### config.mk
export PLATFORM = sky130hd
export DESIGN_NAME = fft2d_4x4_ctrl_flat
export DESIGN_NICKNAME = d
export VERILOG_FILES = /design/src/rtl/fft2d_4x4_ctrl_if.sv /design/src/rtl/fft2d_4x4_ctrl.sv /design/src/flat_wrapper.sv
export SDC_FILE = /design/constraint.sdc
export NUM_CORES = 1
export LEC_CHECK = 0
export CORE_MARGIN = 1.5
export CORE_UTILIZATION = 32
export DETAILED_ROUTE_END_ITERATION = 12
export SLEW_MARGIN = 10
export SYNTH_ARGS = -nofsm -noshare
export SYNTH_HDL_FRONTEND = slang
export SYNTH_SLANG_ARGS = --single-unit
### constraint.sdc
create_clock -name clk -period 33.5 [get_ports clk]
set_clock_uncertainty 0.2 [all_clocks]
set_input_delay 10.05 -clock clk [delete_from_list [all_inputs] [get_ports clk]]
set_output_delay 10.05 -clock clk [all_outputs]
set_load 0.03 [all_outputs]
### src/rtl/fft2d_4x4_ctrl_if.sv
// Stream interface for the 4x4 2D FFT sequencer: real samples in, complex bins out.
// Latency: none, wires only.
// Backpressure: valid/ready on both directions; the slave modport is the sequencer side.
interface fft2d_4x4_ctrl_if #(
    parameter int DATA_W = 16
);
    logic              in_valid;
    logic              in_ready;
    logic [DATA_W-1:0] in_data;
    logic              out_valid;
    logic              out_ready;
    logic [DATA_W-1:0] out_real;
    logic [DATA_W-1:0] out_imag;
    logic              out_last;

    modport master (
        output in_valid, in_data, out_ready,
        input  in_ready, out_valid, out_real, out_imag, out_last
    );

    modport slave (
        input  in_valid, in_data, out_ready,
        output in_ready, out_valid, out_real, out_imag, out_last
    );
endinterface

### src/rtl/fft2d_4x4_ctrl.sv
// Sequencer for a 4x4 2D FFT on a shared external combinational real-input 4-point engine.
// Latency: first bin 24 cycles after the 16th sample is accepted (8-cycle row pass, 16-cycle column pass).
// Backpressure: in_ready only in LOAD; output held stable while out_valid & !out_ready. FFT2D_CTRL_SCALE_EN halves every buffer write.
module fft2d_4x4_ctrl #(
    parameter int DATA_W = 16
) (
    input  logic              clk,
    input  logic              rst_n,
    fft2d_4x4_ctrl_if.slave   strm,
    output logic              busy,
    output logic [DATA_W-1:0] eng_a0,
    output logic [DATA_W-1:0] eng_a1,
    output logic [DATA_W-1:0] eng_a2,
    output logic [DATA_W-1:0] eng_a3,
    input  logic [DATA_W-1:0] eng_g0_real,
    input  logic [DATA_W-1:0] eng_g1_real,
    input  logic [DATA_W-1:0] eng_g2_real,
    input  logic [DATA_W-1:0] eng_g3_real,
    input  logic [DATA_W-1:0] eng_g0_imag,
    input  logic [DATA_W-1:0] eng_g1_imag,
    input  logic [DATA_W-1:0] eng_g2_imag,
    input  logic [DATA_W-1:0] eng_g3_imag
);
    typedef enum logic [2:0] {
        LOAD, ROW_ISSUE, ROW_CAP, CRE_ISSUE, CRE_CAP, CIM_ISSUE, CIM_CAP, OUT
    } state_t;

    state_t            state, state_nxt;
    logic [3:0]        idx;
    logic [1:0]        r, c;
    logic [DATA_W-1:0] buf_re [4][4];
    logic [DATA_W-1:0] buf_im [4][4];
    logic [DATA_W-1:0] tr [4];
    logic [DATA_W-1:0] ti [4];
    logic [DATA_W-1:0] eng_a [4];
    logic [DATA_W-1:0] g_re [4];
    logic [DATA_W-1:0] g_im [4];
    logic              in_fire, out_fire;

    // Optional halving of every value written back into the buffer keeps full-scale input from wrapping.
    function automatic logic [DATA_W-1:0] scl(input logic [DATA_W-1:0] v);
`ifdef FFT2D_CTRL_SCALE_EN
        return $signed(v) >>> 1;
`else
        return v;
`endif
    endfunction

    assign g_re = '{eng_g0_real, eng_g1_real, eng_g2_real, eng_g3_real};
    assign g_im = '{eng_g0_imag, eng_g1_imag, eng_g2_imag, eng_g3_imag};
    assign eng_a0 = eng_a[0];
    assign eng_a1 = eng_a[1];
    assign eng_a2 = eng_a[2];
    assign eng_a3 = eng_a[3];
    assign in_fire  = strm.in_valid & strm.in_ready;
    assign out_fire = strm.out_valid & strm.out_ready;

    // State register.
    always_ff @(posedge clk or negedge rst_n) begin
        if (!rst_n) state <= LOAD;
        else        state <= state_nxt;
    end

    // Next-state and handshake outputs; bin data is forced to zero outside OUT.
    always_comb begin
        state_nxt      = state;
        strm.in_ready  = 1'b0;
        strm.out_valid = 1'b0;
        strm.out_last  = 1'b0;
        strm.out_real  = '0;
        strm.out_imag  = '0;
        busy           = (state != LOAD);
        case (state)
            LOAD: begin
                strm.in_ready = 1'b1;
                if (in_fire && idx == 4'd15) state_nxt = ROW_ISSUE;
            end
            ROW_ISSUE: state_nxt = ROW_CAP;
            ROW_CAP:   state_nxt = (r == 2'd3) ? CRE_ISSUE : ROW_ISSUE;
            CRE_ISSUE: state_nxt = CRE_CAP;
            CRE_CAP:   state_nxt = CIM_ISSUE;
            CIM_ISSUE: state_nxt = CIM_CAP;
            CIM_CAP:   state_nxt = (c == 2'd3) ? OUT : CRE_ISSUE;
            OUT: begin
                strm.out_valid = 1'b1;
                strm.out_last  = (idx == 4'd15);
                strm.out_real  = buf_re[idx[3:2]][idx[1:0]];
                strm.out_imag  = buf_im[idx[3:2]][idx[1:0]];
                if (out_fire && idx == 4'd15) state_nxt = LOAD;
            end
            default:   state_nxt = LOAD;
        endcase
    end

    // Counters and engine operand registers; counters wrap to zero at the end of each pass.
    always_ff @(posedge clk or negedge rst_n) begin
        if (!rst_n) begin
            idx <= '0;
            r   <= '0;
            c   <= '0;
            for (int i = 0; i < 4; i++) eng_a[i] <= '0;
        end else begin
            case (state)
                LOAD:      if (in_fire) idx <= idx + 4'd1;
                ROW_ISSUE: for (int i = 0; i < 4; i++) eng_a[i] <= buf_re[r][i];
                ROW_CAP:   r <= r + 2'd1;
                CRE_ISSUE: for (int i = 0; i < 4; i++) eng_a[i] <= buf_re[i][c];
                CIM_ISSUE: for (int i = 0; i < 4; i++) eng_a[i] <= buf_im[i][c];
                CIM_CAP:   c <= c + 2'd1;
                OUT:       if (out_fire) idx <= idx + 4'd1;
                default:   ;
            endcase
        end
    end

    // In-place buffer and column temporaries; contents are don't-care after reset.
    always_ff @(posedge clk) begin
        case (state)
            LOAD: if (in_fire) begin
                buf_re[idx[3:2]][idx[1:0]] <= strm.in_data;
                buf_im[idx[3:2]][idx[1:0]] <= '0;
            end
            ROW_CAP: for (int k = 0; k < 4; k++) begin
                buf_re[r][k] <= scl(g_re[k]);
                buf_im[r][k] <= scl(g_im[k]);
            end
            CRE_CAP: for (int k = 0; k < 4; k++) begin
                tr[k] <= g_re[k];
                ti[k] <= g_im[k];
            end
            // FFT(re + j*im) = FFT(re) + j*FFT(im)
            CIM_CAP: for (int k = 0; k < 4; k++) begin
                buf_re[k][c] <= scl(tr[k] - g_im[k]);
                buf_im[k][c] <= scl(ti[k] + g_re[k]);
            end
            default: ;
        endcase
    end
endmodule

### src/flat_wrapper.sv
// flat-port wrapper written by rule: the top's interface ports become plain ports
module fft2d_4x4_ctrl_flat 
#(
    parameter int DATA_W = 16
)
  (clk, rst_n, busy, eng_a0, eng_a1, eng_a2, eng_a3, eng_g0_real, eng_g1_real, eng_g2_real, eng_g3_real, eng_g0_imag, eng_g1_imag, eng_g2_imag, eng_g3_imag, strm_in_valid, strm_in_data, strm_out_ready, strm_in_ready, strm_out_valid, strm_out_real, strm_out_imag, strm_out_last);
  fft2d_4x4_ctrl_if #(.DATA_W(DATA_W)) strm_i ();
  input  logic clk;
  input  logic rst_n;
  output logic busy;
  output logic [DATA_W-1:0] eng_a0;
  output logic [DATA_W-1:0] eng_a1;
  output logic [DATA_W-1:0] eng_a2;
  output logic [DATA_W-1:0] eng_a3;
  input  logic [DATA_W-1:0] eng_g0_real;
  input  logic [DATA_W-1:0] eng_g1_real;
  input  logic [DATA_W-1:0] eng_g2_real;
  input  logic [DATA_W-1:0] eng_g3_real;
  input  logic [DATA_W-1:0] eng_g0_imag;
  input  logic [DATA_W-1:0] eng_g1_imag;
  input  logic [DATA_W-1:0] eng_g2_imag;
  input  logic [DATA_W-1:0] eng_g3_imag;
  input wire logic [$bits(strm_i.in_valid)-1:0] strm_in_valid;
  input wire logic [$bits(strm_i.in_data)-1:0] strm_in_data;
  input wire logic [$bits(strm_i.out_ready)-1:0] strm_out_ready;
  output wire logic [$bits(strm_i.in_ready)-1:0] strm_in_ready;
  output wire logic [$bits(strm_i.out_valid)-1:0] strm_out_valid;
  output wire logic [$bits(strm_i.out_real)-1:0] strm_out_real;
  output wire logic [$bits(strm_i.out_imag)-1:0] strm_out_imag;
  output wire logic [$bits(strm_i.out_last)-1:0] strm_out_last;
  assign strm_i.in_valid = strm_in_valid;
  assign strm_i.in_data = strm_in_data;
  assign strm_i.out_ready = strm_out_ready;
  assign strm_in_ready = strm_i.in_ready;
  assign strm_out_valid = strm_i.out_valid;
  assign strm_out_real = strm_i.out_real;
  assign strm_out_imag = strm_i.out_imag;
  assign strm_out_last = strm_i.out_last;
  fft2d_4x4_ctrl #(.DATA_W(DATA_W)) u_core (.clk(clk), .rst_n(rst_n), .strm(strm_i), .busy(busy), .eng_a0(eng_a0), .eng_a1(eng_a1), .eng_a2(eng_a2), .eng_a3(eng_a3), .eng_g0_real(eng_g0_real), .eng_g1_real(eng_g1_real), .eng_g2_real(eng_g2_real), .eng_g3_real(eng_g3_real), .eng_g0_imag(eng_g0_imag), .eng_g1_imag(eng_g1_imag), .eng_g2_imag(eng_g2_imag), .eng_g3_imag(eng_g3_imag));
endmodule
* Word level (Yosys, flattened, before mapping)
Memory sizes are Yosys's and may differ from the RTL's.
Cells that the tools add are included.
Widths: inputs -> output; s select.
** Storage, ports and cells
- Output and inout port bits :: 100
- Memories kept :: 4
- Input bits :: 148
- Register bits after elaboration :: 75
- Memory bits (writable) :: 640
- Bits in read-only memories :: 0
- Bits in latches :: 0
** Memories
- u_core.buf_im :: depth 4, width 64, read ports 5, clocked after Yosys merged registers in 0, write ports 4, line fft2d_4x4_ctrl.sv:32 : logic [DATA_W-1:0] buf_im [4][4];
- u_core.buf_re :: depth 4, width 64, read ports 6, clocked after Yosys merged registers in 0, write ports 4, line fft2d_4x4_ctrl.sv:31 : logic [DATA_W-1:0] buf_re [4][4];
- u_core.ti :: depth 4, width 16, read ports 4, clocked after Yosys merged registers in 0, write ports 4, line fft2d_4x4_ctrl.sv:34 : logic [DATA_W-1:0] ti [4];
- u_core.tr :: depth 4, width 16, read ports 4, clocked after Yosys merged registers in 0, write ports 4, line fft2d_4x4_ctrl.sv:33 : logic [DATA_W-1:0] tr [4];
** Operators by class
- Magnitude comparators :: 4
- Mux-type cells :: 69
- Add/subtract/negate cells :: 11
- Reduce and logical (&&, ||, !) cells :: 14
- Divide/modulo/power cells :: 0
- Bitwise logic cells :: 4
- Multipliers :: 0
- Shift operators :: 0
- Equality and inequality tests :: 14
** Operator list (count)
- $mux 64 :: 10
- $mux 16 :: 24
- $bmux 16 s2 :: 10
- $reduce_or 64->1 :: 4
- $pmux 64 s3 :: 1
- $add 16x16->16 :: 4
- $demux 16 s2 :: 2
- $sub 16x16->16 :: 4
- $pmux 3 s8 :: 1
- $eq 3x3->1 const B :: 4
- $mux 1 :: 10
- $mux 2 :: 5
- $mux 3 :: 3
- $mux 4 :: 2
- $ne 2x1->1 const B :: 4
- $pmux 4 s2 :: 1
- $eq 3x2->1 const B :: 2
- $ge 3x3->1 const B :: 2
- $lt 3x1->1 const B :: 2
- $not 2->3 :: 2
- $reduce_bool 3->1 :: 2
- $add 2x1->2 const B :: 2
- $add 4x1->4 const B :: 1
- $eq 2x2->1 const B :: 2
- other kinds (8) :: 12

* Depth between registers and ports, before layout
Gate-level depths: netlist of run 1.
- Word-level depth :: 8
- Depth in mapped cells :: 13
- Gate-level depth less buffers :: 12

* Least setup slack after synthesis of run 1
OpenSTA, ideal clock, no wires.
- Path type :: input-to-reg
- From :: input port strm_in_valid
- To :: memory u_core.buf_im[3][16] (netlist name), enable pin
- Arrival time :: 12829 ps
- Stages :: 3
- Data required time :: 32830 ps
- Path slack :: 20001 ps
- Cells stage by stage :: and2_1 a21oi_1 a211oi_1
** RTL lines
- start, declared :: line flat_wrapper.sv:23 : input wire logic [$bits(strm_i.in_valid)-1:0] strm_in_valid;
- end, declared :: line fft2d_4x4_ctrl.sv:32

* Final worst setup path of run 1
- From :: register u_core.idx[2]
- To :: output port strm_out_imag[6]
** Between the ends
- Word-level cells in the longest chain between the ends :: 5
** Ends and longest elaborated chain
- start, declared :: line fft2d_4x4_ctrl.sv:29 : logic [3:0] idx;
- start signal, assigned :: line fft2d_4x4_ctrl.sv:104 : LOAD: if (in_fire) idx <= idx + 4'd1;
- start signal, assigned :: line fft2d_4x4_ctrl.sv:110 : OUT: if (out_fire) idx <= idx + 4'd1;
- $mem_v2 4x64
- $bmux 16 s2 :: line fft2d_4x4_ctrl.sv:88 : strm.out_imag = buf_im[idx[3:2]][idx[1:0]];
- $mux 16 (implied by the code) (2 in series) :: line fft2d_4x4_ctrl.sv:88
- $mux 16 :: line fft2d_4x4_ctrl.sv:73 : case (state)
- end, declared :: line flat_wrapper.sv:29 : output wire logic [$bits(strm_i.out_imag)-1:0] strm_out_imag;
No other way between the ends. The select of a mux whose other input is x is not followed.

==> run metrics, run 1 <==
ys async rst share=10.49%; area grow syn2layout=16.29%; H-tree level count=3; Max Used Layer=met5; Final nets=3768; Mapped Avg Cell Area=12.86 sq um; Vias=32630; chip height=368.4 microns; Tot GR Track Use=24.51%; share of the synthesized area in the top cell type=44.97%; WL final=170200 microns; clock slew at reported path FFs=0.06 ns; CORE AREA=0.1320 sq mm; reg2reg setup slack=27.82 ns; Endpoint, Worst Hold=u_core.eng_a1[2]; DR WL met2=74280 microns; Cell variety after synth=84; synth warn=0; vias per cell=6.150; CTS Hold Bufs=0; vias in the first global route=31560; Max Cap Viol=0; clock root cell=clkbuf_16; CP startpoint kind=register; Clk Latency, worst-skew pair=0.68 ns; wire length on met1=67420 microns; Final setup viols=0; first-pass GRT wire length=236600 microns; largest net degree at the start of global routing=129; Total Neg Setup Slack=0 ns; Lkg Pwr=17.34 nW; fmax=66.51 MHz; Pwr per Cell Area=105.5 mW/mm^2; Worst-Margin Slew=1.285 ns; Required @ worst endpoint=23.25 ns; Setup Fix Bufs, Post-CTS=0; routability-driven placement congestion ratio=0.9400; R2R Path Start=u_core.c[1]; VDD IR max=0.05350 mV; unrepaired setup endpoints after global routing=no; Final min period=15.04 ns; final hold violation count=0; Routed Antenna Nets=0; Hold WC Path Type=reg2reg; met3 wire len=22790 microns; area leader, netlist=edfxtp_1; placed cell area=0.04718 sq mm; R2R cell count=8; boundary pin count=248; post-synth net total=3609; FP Rows=133; CTS Sinks=715; Rel. slew slack=14.10%; Setup CP Type=reg2out; CTS max path bufs=3; Routed WL per cell=32.07 microns; Initial Util=32.38%; TritonCTS clock tree=built; initial antenna violation count=22; Period Utilization, post-route=44.88%; drt drc=0; top cells by area, synth=edfxtp_1 45%, mux4_2 19%, dfrtp_1 4.4%, o21ai_0 3.9%, ha_1 3.8%; Overflow after GRT=0; Setup crit end kind=output pin; worst hold path stage count=2; Die W=368.4 microns; Worst Setup SP=u_core.idx[2]; Crit path arrival time=4.79 ns; synthesized flop and latch total=715; Post-Syn Area=0.04274 sq mm; Seq/Total Area, Yosys=49.36%; share of layout cells above drive strength 1=18.65%; number of synthesized flops with an enable pin=640; status=finished clean; DRT Pass-1 Iters=6; Post-Syn Instances=3324; Final Cell Area=0.04970 sq mm; top_reg_cell synth=edfxtp_1; port bufs=247; crit path max fanout=41; DPL Wire Length=123200 microns; hold_sp=u_core.eng_a1[2]; total die area=0.1358 sq mm; r2r endpoint=u_core.buf_im[2][49]; Slew Limit Fails=0; CTS Buf Count=76; DR iter-0 viols=4595; Resize count post-CTS=0
-- cell type report --
| class | instances | area (sq um) |
|---|---|---|
| Clock inverter | 49 | 489.2 |
| Multi-Input combinational cell | 2292 | 20600 |
| Fill cell | 12520 | 82270 |
| Sequential cell | 715 | 21120 |
| Inverter | 94 | 355.3 |
| Clock buffer | 90 | 2007 |
| Timing Repair Buffer | 304 | 2910 |
| Tap cell | 1755 | 2196 |
| Antenna cell | 7 | 17.52 |
-- cells in the mapped netlist (6+ instances only) --
cell type,instances
edfxtp_1,640
mux4_2,352
o21ai_0,337
nor2_1,211
a21oi_1,182
nand2_1,170
clkbuf_1,140
ha_1,129
o22ai_1,124
a21o_1,103
inv_1,92
dfrtp_1,75
and2_1,68
xnor2_1,49
xor2_1,46
buf_2,45
o21ai_1,44
mux2_2,43
nand3_1,40
buf_1,34
or3_1,32
nor3_1,28
a22oi_1,26
nand2b_1,20
and3_1,17
nor2b_1,17
o21a_1,15
or2_2,15
a211oi_1,14
a31oi_1,12
o31ai_1,12
or2_1,12
a21boi_1,11
nand4_1,10
o21bai_1,10
o31a_1,10
a211oi_2,9
o211ai_1,9
o21ai_2,9
a22o_1,8
fa_1,8
nor3b_1,7
nor4_1,7
a21oi_2,6
mux2i_1,6
-- logic make-up (layout without fill, tap and decap cells) --
logic type	Yosys count	after routing	share of synthesized area, %
adder cells (fa/ha/maj)	137	137	4.152
AND/OR/NAND/NOR	668	668	7.489
flip-flops	715	715	49.36
XOR/XNOR	95	95	1.947
AO/OA/AOI/OAI	991	991	14.27
multiplexers	401	401	19.82
other	0	7	0
buffers and inverters	317	537	2.960
-- sequential cells by signal, summed over array words and instances (netlist names) --
register	count
u_core.buf_im	256
u_core.buf_re	256
u_core.ti	64
u_core.tr	64
u_core.eng_a0	16
u_core.eng_a1	16
u_core.eng_a2	16
u_core.eng_a3	16
u_core.idx	4
u_core.state	3
u_core.c	2
u_core.r	2
-- worst max-delay path, cell delays in order (launching register included) --
cell and delay, ns:
dfrtp_4 0.61, buf_4 0.68, buf_4 0.70, mux4_2 0.58
mux4_2 0.47, and2_1 0.28, clkdlybuf4s50_1 0.64
-- power by group --
group	internal (W)	switching (W)	leakage, nW	total, W
Combinational	0.00108	0.00165	9.39	0.00273
Clock	0.000499	0.000384	1.22	0.000883
Sequential	0.00139	0.000240	6.73	0.00163
Total	0.00297	0.00227	17.3	0.00524
-- worst max path at each step --
stage	end	slack, ns	depth (start not counted)
final	strm_out_imag[6]	18.46	6
after global routing	strm_out_imag[7]	18.23	6
after CTS	strm_out_imag[7]	18.44	6
after detailed placement	strm_out_imag[7]	19.17	6
after global placement	strm_out_imag[6]	19.20	6
after floorplan	u_core.buf_im[3][16]	20.00	3
-- metrics by stage --
stage | utilization, % | instances | hold slack (ns) | worst slack, ns | total power, W
floorplan | - | 3324 | 0.3460 | 20.00 | 0.003317
detailed placement | 35.75 | 5160 | 0.3853 | 19.17 | 0.004320
CTS | 37.65 | 5299 | 0.4007 | 18.44 | 0.005198
global placement | 35.75 | 5160 | 0.3734 | 19.20 | 0.004288
finish | 37.66 | 5306 | 0.3986 | 18.46 | 0.005245
global route | 37.66 | 5305 | 0.4328 | 18.23 | 0.005452
-- layer usage --
metal	vias up	GRT usage, %
met5	-	0
met4	16	8.151
met3	301	8.082
met2	2254	36.73
met1	16580	33.29
li1	13480	-
-- placed cells by master, fill, tap and decap left out, types with 27 or more instances in the layout --
master and n:
edfxtp_1 640, mux4_2 352, o21ai_0 323, clkdlybuf4s50_1 246
nor2_1 210, a21oi_1 180, nand2_1 165, ha_1 129
o22ai_1 124, a21o_1 103, inv_1 92, clkbuf_16 78
and2_1 68, dfrtp_1 66, buf_4 57, xnor2_1 49
o21ai_1 46, xor2_1 46, mux2_2 43, nand3_1 40
or3_1 31, nor3_1 27
Note: power is estimated with default switching activity, not from simulation.
==> inputs of run 2 (changes only) <==
Clock period 33.5 ns to 14.3 ns, I/O delays scaled along.
==> run 2 against run 1 <==
  * Final area is 0.20% higher
  * Global-route usage is essentially flat
  * Clock-buffer cell count decreased by 8
  * Register-to-register slack worse by 20 ns
  * First-iteration DRC count down 0.20%
  * Combinational power up 130%
  * Non-clock buffer count rose by 1
  * Via count rose by 0.66%
  * Critical path type unchanged
  * Largest cell class unchanged
  * Largest power group unchanged
  * Highest routed layer unchanged
==> run metrics, run 2 (synthesized netlist as in run 1, its figures left out) <==
Setup Fix Bufs, Post-CTS=0 (unchanged); Pint=0.006999 W (was 0.002971 W); unrepaired setup endpoints after global routing=no (unchanged); hold_sp=u_core.eng_a3[10] (was u_core.eng_a1[2]); initial antenna violation count=20 (was 22); largest net degree at the start of global routing=92 (was 129); DP Cell Count=5161 (was 5160); WL final=170200 microns (about the same); clock root cell=clkbuf_16 (unchanged); Max Used Layer=met5 (unchanged); vias in the first global route=31410 (was 31560); Final setup viols=0 (unchanged); switching part of the total=43.22% (was 43.35%); CTS Sinks=715 (unchanged); Flop pwr share=31.3% (was 31.1%); DPL Wire Length=124300 microns (was 123200 microns); DR WL met2=74460 microns (was 74280 microns); Initial Util=32.38% (unchanged); clock power share=17.3% (was 16.8%); Crit path arrival time=4.61 ns (was 4.79 ns); CTS Hold Bufs=0 (unchanged); vias per cell=6.189 (was 6.150); Final min period=9.105 ns; first-pass GRT wire length=237400 microns (was 236600 microns); Setup CP Type=reg2out (unchanged); commonest non-fill, non-tap cell in the layout=edfxtp_1 (unchanged); drt drc=0 (unchanged); Final Core Density=37.74% (was 37.66%); DRT Pass-1 Iters=5 (was 6); Die W=368.4 microns (unchanged); Setup crit end kind=output pin (unchanged); CTS Buf Count=75 (was 76); TritonCTS clock tree=built (unchanged); total die area=0.1358 sq mm (unchanged); H-tree level count=3 (unchanged); Max Cap Viol=0 (unchanged); Slew Limit Fails=0 (unchanged); FP Rows=133 (unchanged); CTS max path bufs=3 (unchanged); met3 wire len=21990 microns (was 22790 microns); wire length on met1=67030 microns (was 67420 microns); Lkg Pwr=17.38 nW (was 17.34 nW); Period Utilization, post-route=63.67%; Pwr per Cell Area=247.6 mW/mm^2 (was 105.5 mW/mm^2); Final nets=3768 (unchanged); Total Neg Setup Slack=0 ns (unchanged); Resize count post-CTS=0 (unchanged); final hold violation count=0 (unchanged); crit path max fanout=70 (was 41); Clk Latency, worst-skew pair=0.68 ns (about the same); Worst Setup SP=u_core.idx[3] (was u_core.idx[2]); routability-driven placement congestion ratio=0.9264 (was 0.9400); NetSw=0.005328 W (was 0.002273 W); VDD IR max=0.1621 mV (was 0.05350 mV); share of layout cells above drive strength 1=18.96% (was 18.65%); R2R Path Start=u_core.c[0] (was u_core.c[1]); status=finished clean (unchanged); CP max stage cell=dfrtp_4 (was buf_4); clock slew at reported path FFs=0.07 ns (was 0.06 ns); Vias=32850 (was 32630); commonest cells after routing, fill and taps aside=640 x edfxtp_1, 352 x mux4_2, 325 x o21ai_0 (was 640 x edfxtp_1, 352 x mux4_2, 323 x o21ai_0); CORE AREA=0.1320 sq mm (unchanged); Most Frequent Cell on Critical Path=mux4_2; Gate power share=51.5% (was 52.1%); DR iter-0 viols=4586 (was 4595); Hold WC Path Type=reg2reg (unchanged); boundary pin count=248 (unchanged); Worst path max stage delay=1.09 ns (was 0.70 ns); Tot GR Track Use=24.54% (was 24.51%); port bufs=247 (unchanged); CP Cell Sequence=buf_4, mux4_2, mux4_2, and2_1, clkdlybuf4s50_1 (was buf_4, buf_4, mux4_2, mux4_2, and2_1, clkdlybuf4s50_1); Routed WL per cell=32.06 microns (was 32.07 microns); CP startpoint kind=register (unchanged); non-filler cells in the finished layout=5308 (was 5306); Largest regs=u_core.buf_im: 256 flops, u_core.buf_re: 256 flops (unchanged); Overflow after GRT=0 (unchanged); Rel. slew slack=10.84% (was 14.10%); Worst-Margin Slew=1.333 ns (was 1.285 ns); Routed Antenna Nets=0 (unchanged); fmax=109.8 MHz; chip height=368.4 microns (unchanged); area grow syn2layout=16.52% (was 16.29%); Required @ worst endpoint=9.81 ns (was 23.25 ns)
==> run 2: power by group through the flow <==
| stage | Combinational [W] | Sequential [W] | Clock [W] |
|---|---|---|---|
| 2_1_floorplan | 0.00405 | 0.00372 | 0 |
| 3_3_place_gp | 0.00617 | 0.00386 | 0 |
| 3_5_place_dp | 0.00624 | 0.00388 | 0 |
| 4_1_cts | 0.00626 | 0.00384 | 0.00214 |
| 5_1_grt | 0.00669 | 0.00391 | 0.00221 |
| 6_report | 0.00634 | 0.00386 | 0.00213 |
==> run 2: layout make-up <==
cell class,instances,area (sq um)
Antenna cell,9,22.52
Fill cell,12490,82170
Inverter,94,355.3
Tap cell,1755,2196
Clock buffer,82,1903
Sequential cell,715,21120
Timing Repair Buffer,305,2905
Multi-Input combinational cell,2292,20600
Clock inverter,56,690.7
==> run 2: path summary, 6_finish.rpt <==
check	end	slack (ns)	cells after the start
hold / removal	u_core.eng_a3[10]	0.40	2
hold reg to reg	u_core.eng_a3[10]	0.40	2
min in group asynchronous	u_core.eng_a2[0]	3.39	1
setup / recovery	strm_out_imag[5]	5.20	5
setup reg to reg	u_core.buf_re[1][20]	7.44	9
max in group asynchronous	u_core.idx[2]	9.41	2
==> run 2: critical path, delay by kind of cell, from the launching register on <==
family	cells	cell delay [ns]
buffers and inverters	2	1.60
DFF	1	1.09
muxes	2	0.90
and+or+nand+nor	1	0.17
==> run 2: stage by stage <==
step                      power [W]  hold WS (ns)  setup WS [ns]  instance area, sq um
after floorplan            0.007770        0.3460          3.039                 42740
after global placement      0.01003        0.3710          5.800                 47180
after detailed placement    0.01011        0.3872          5.813                 47180
after CTS                   0.01223        0.4007          5.224                 49770
after global routing        0.01281        0.4229          5.046                 49790
final                       0.01233        0.3983          5.195                 49800
==> run 2: layer usage <==
layer	track usage, %	up-vias
met4	9.639	6
met3	6.993	328
met2	36.68	2371
li1	-	13480
met5	0	-
met1	33.54	16670
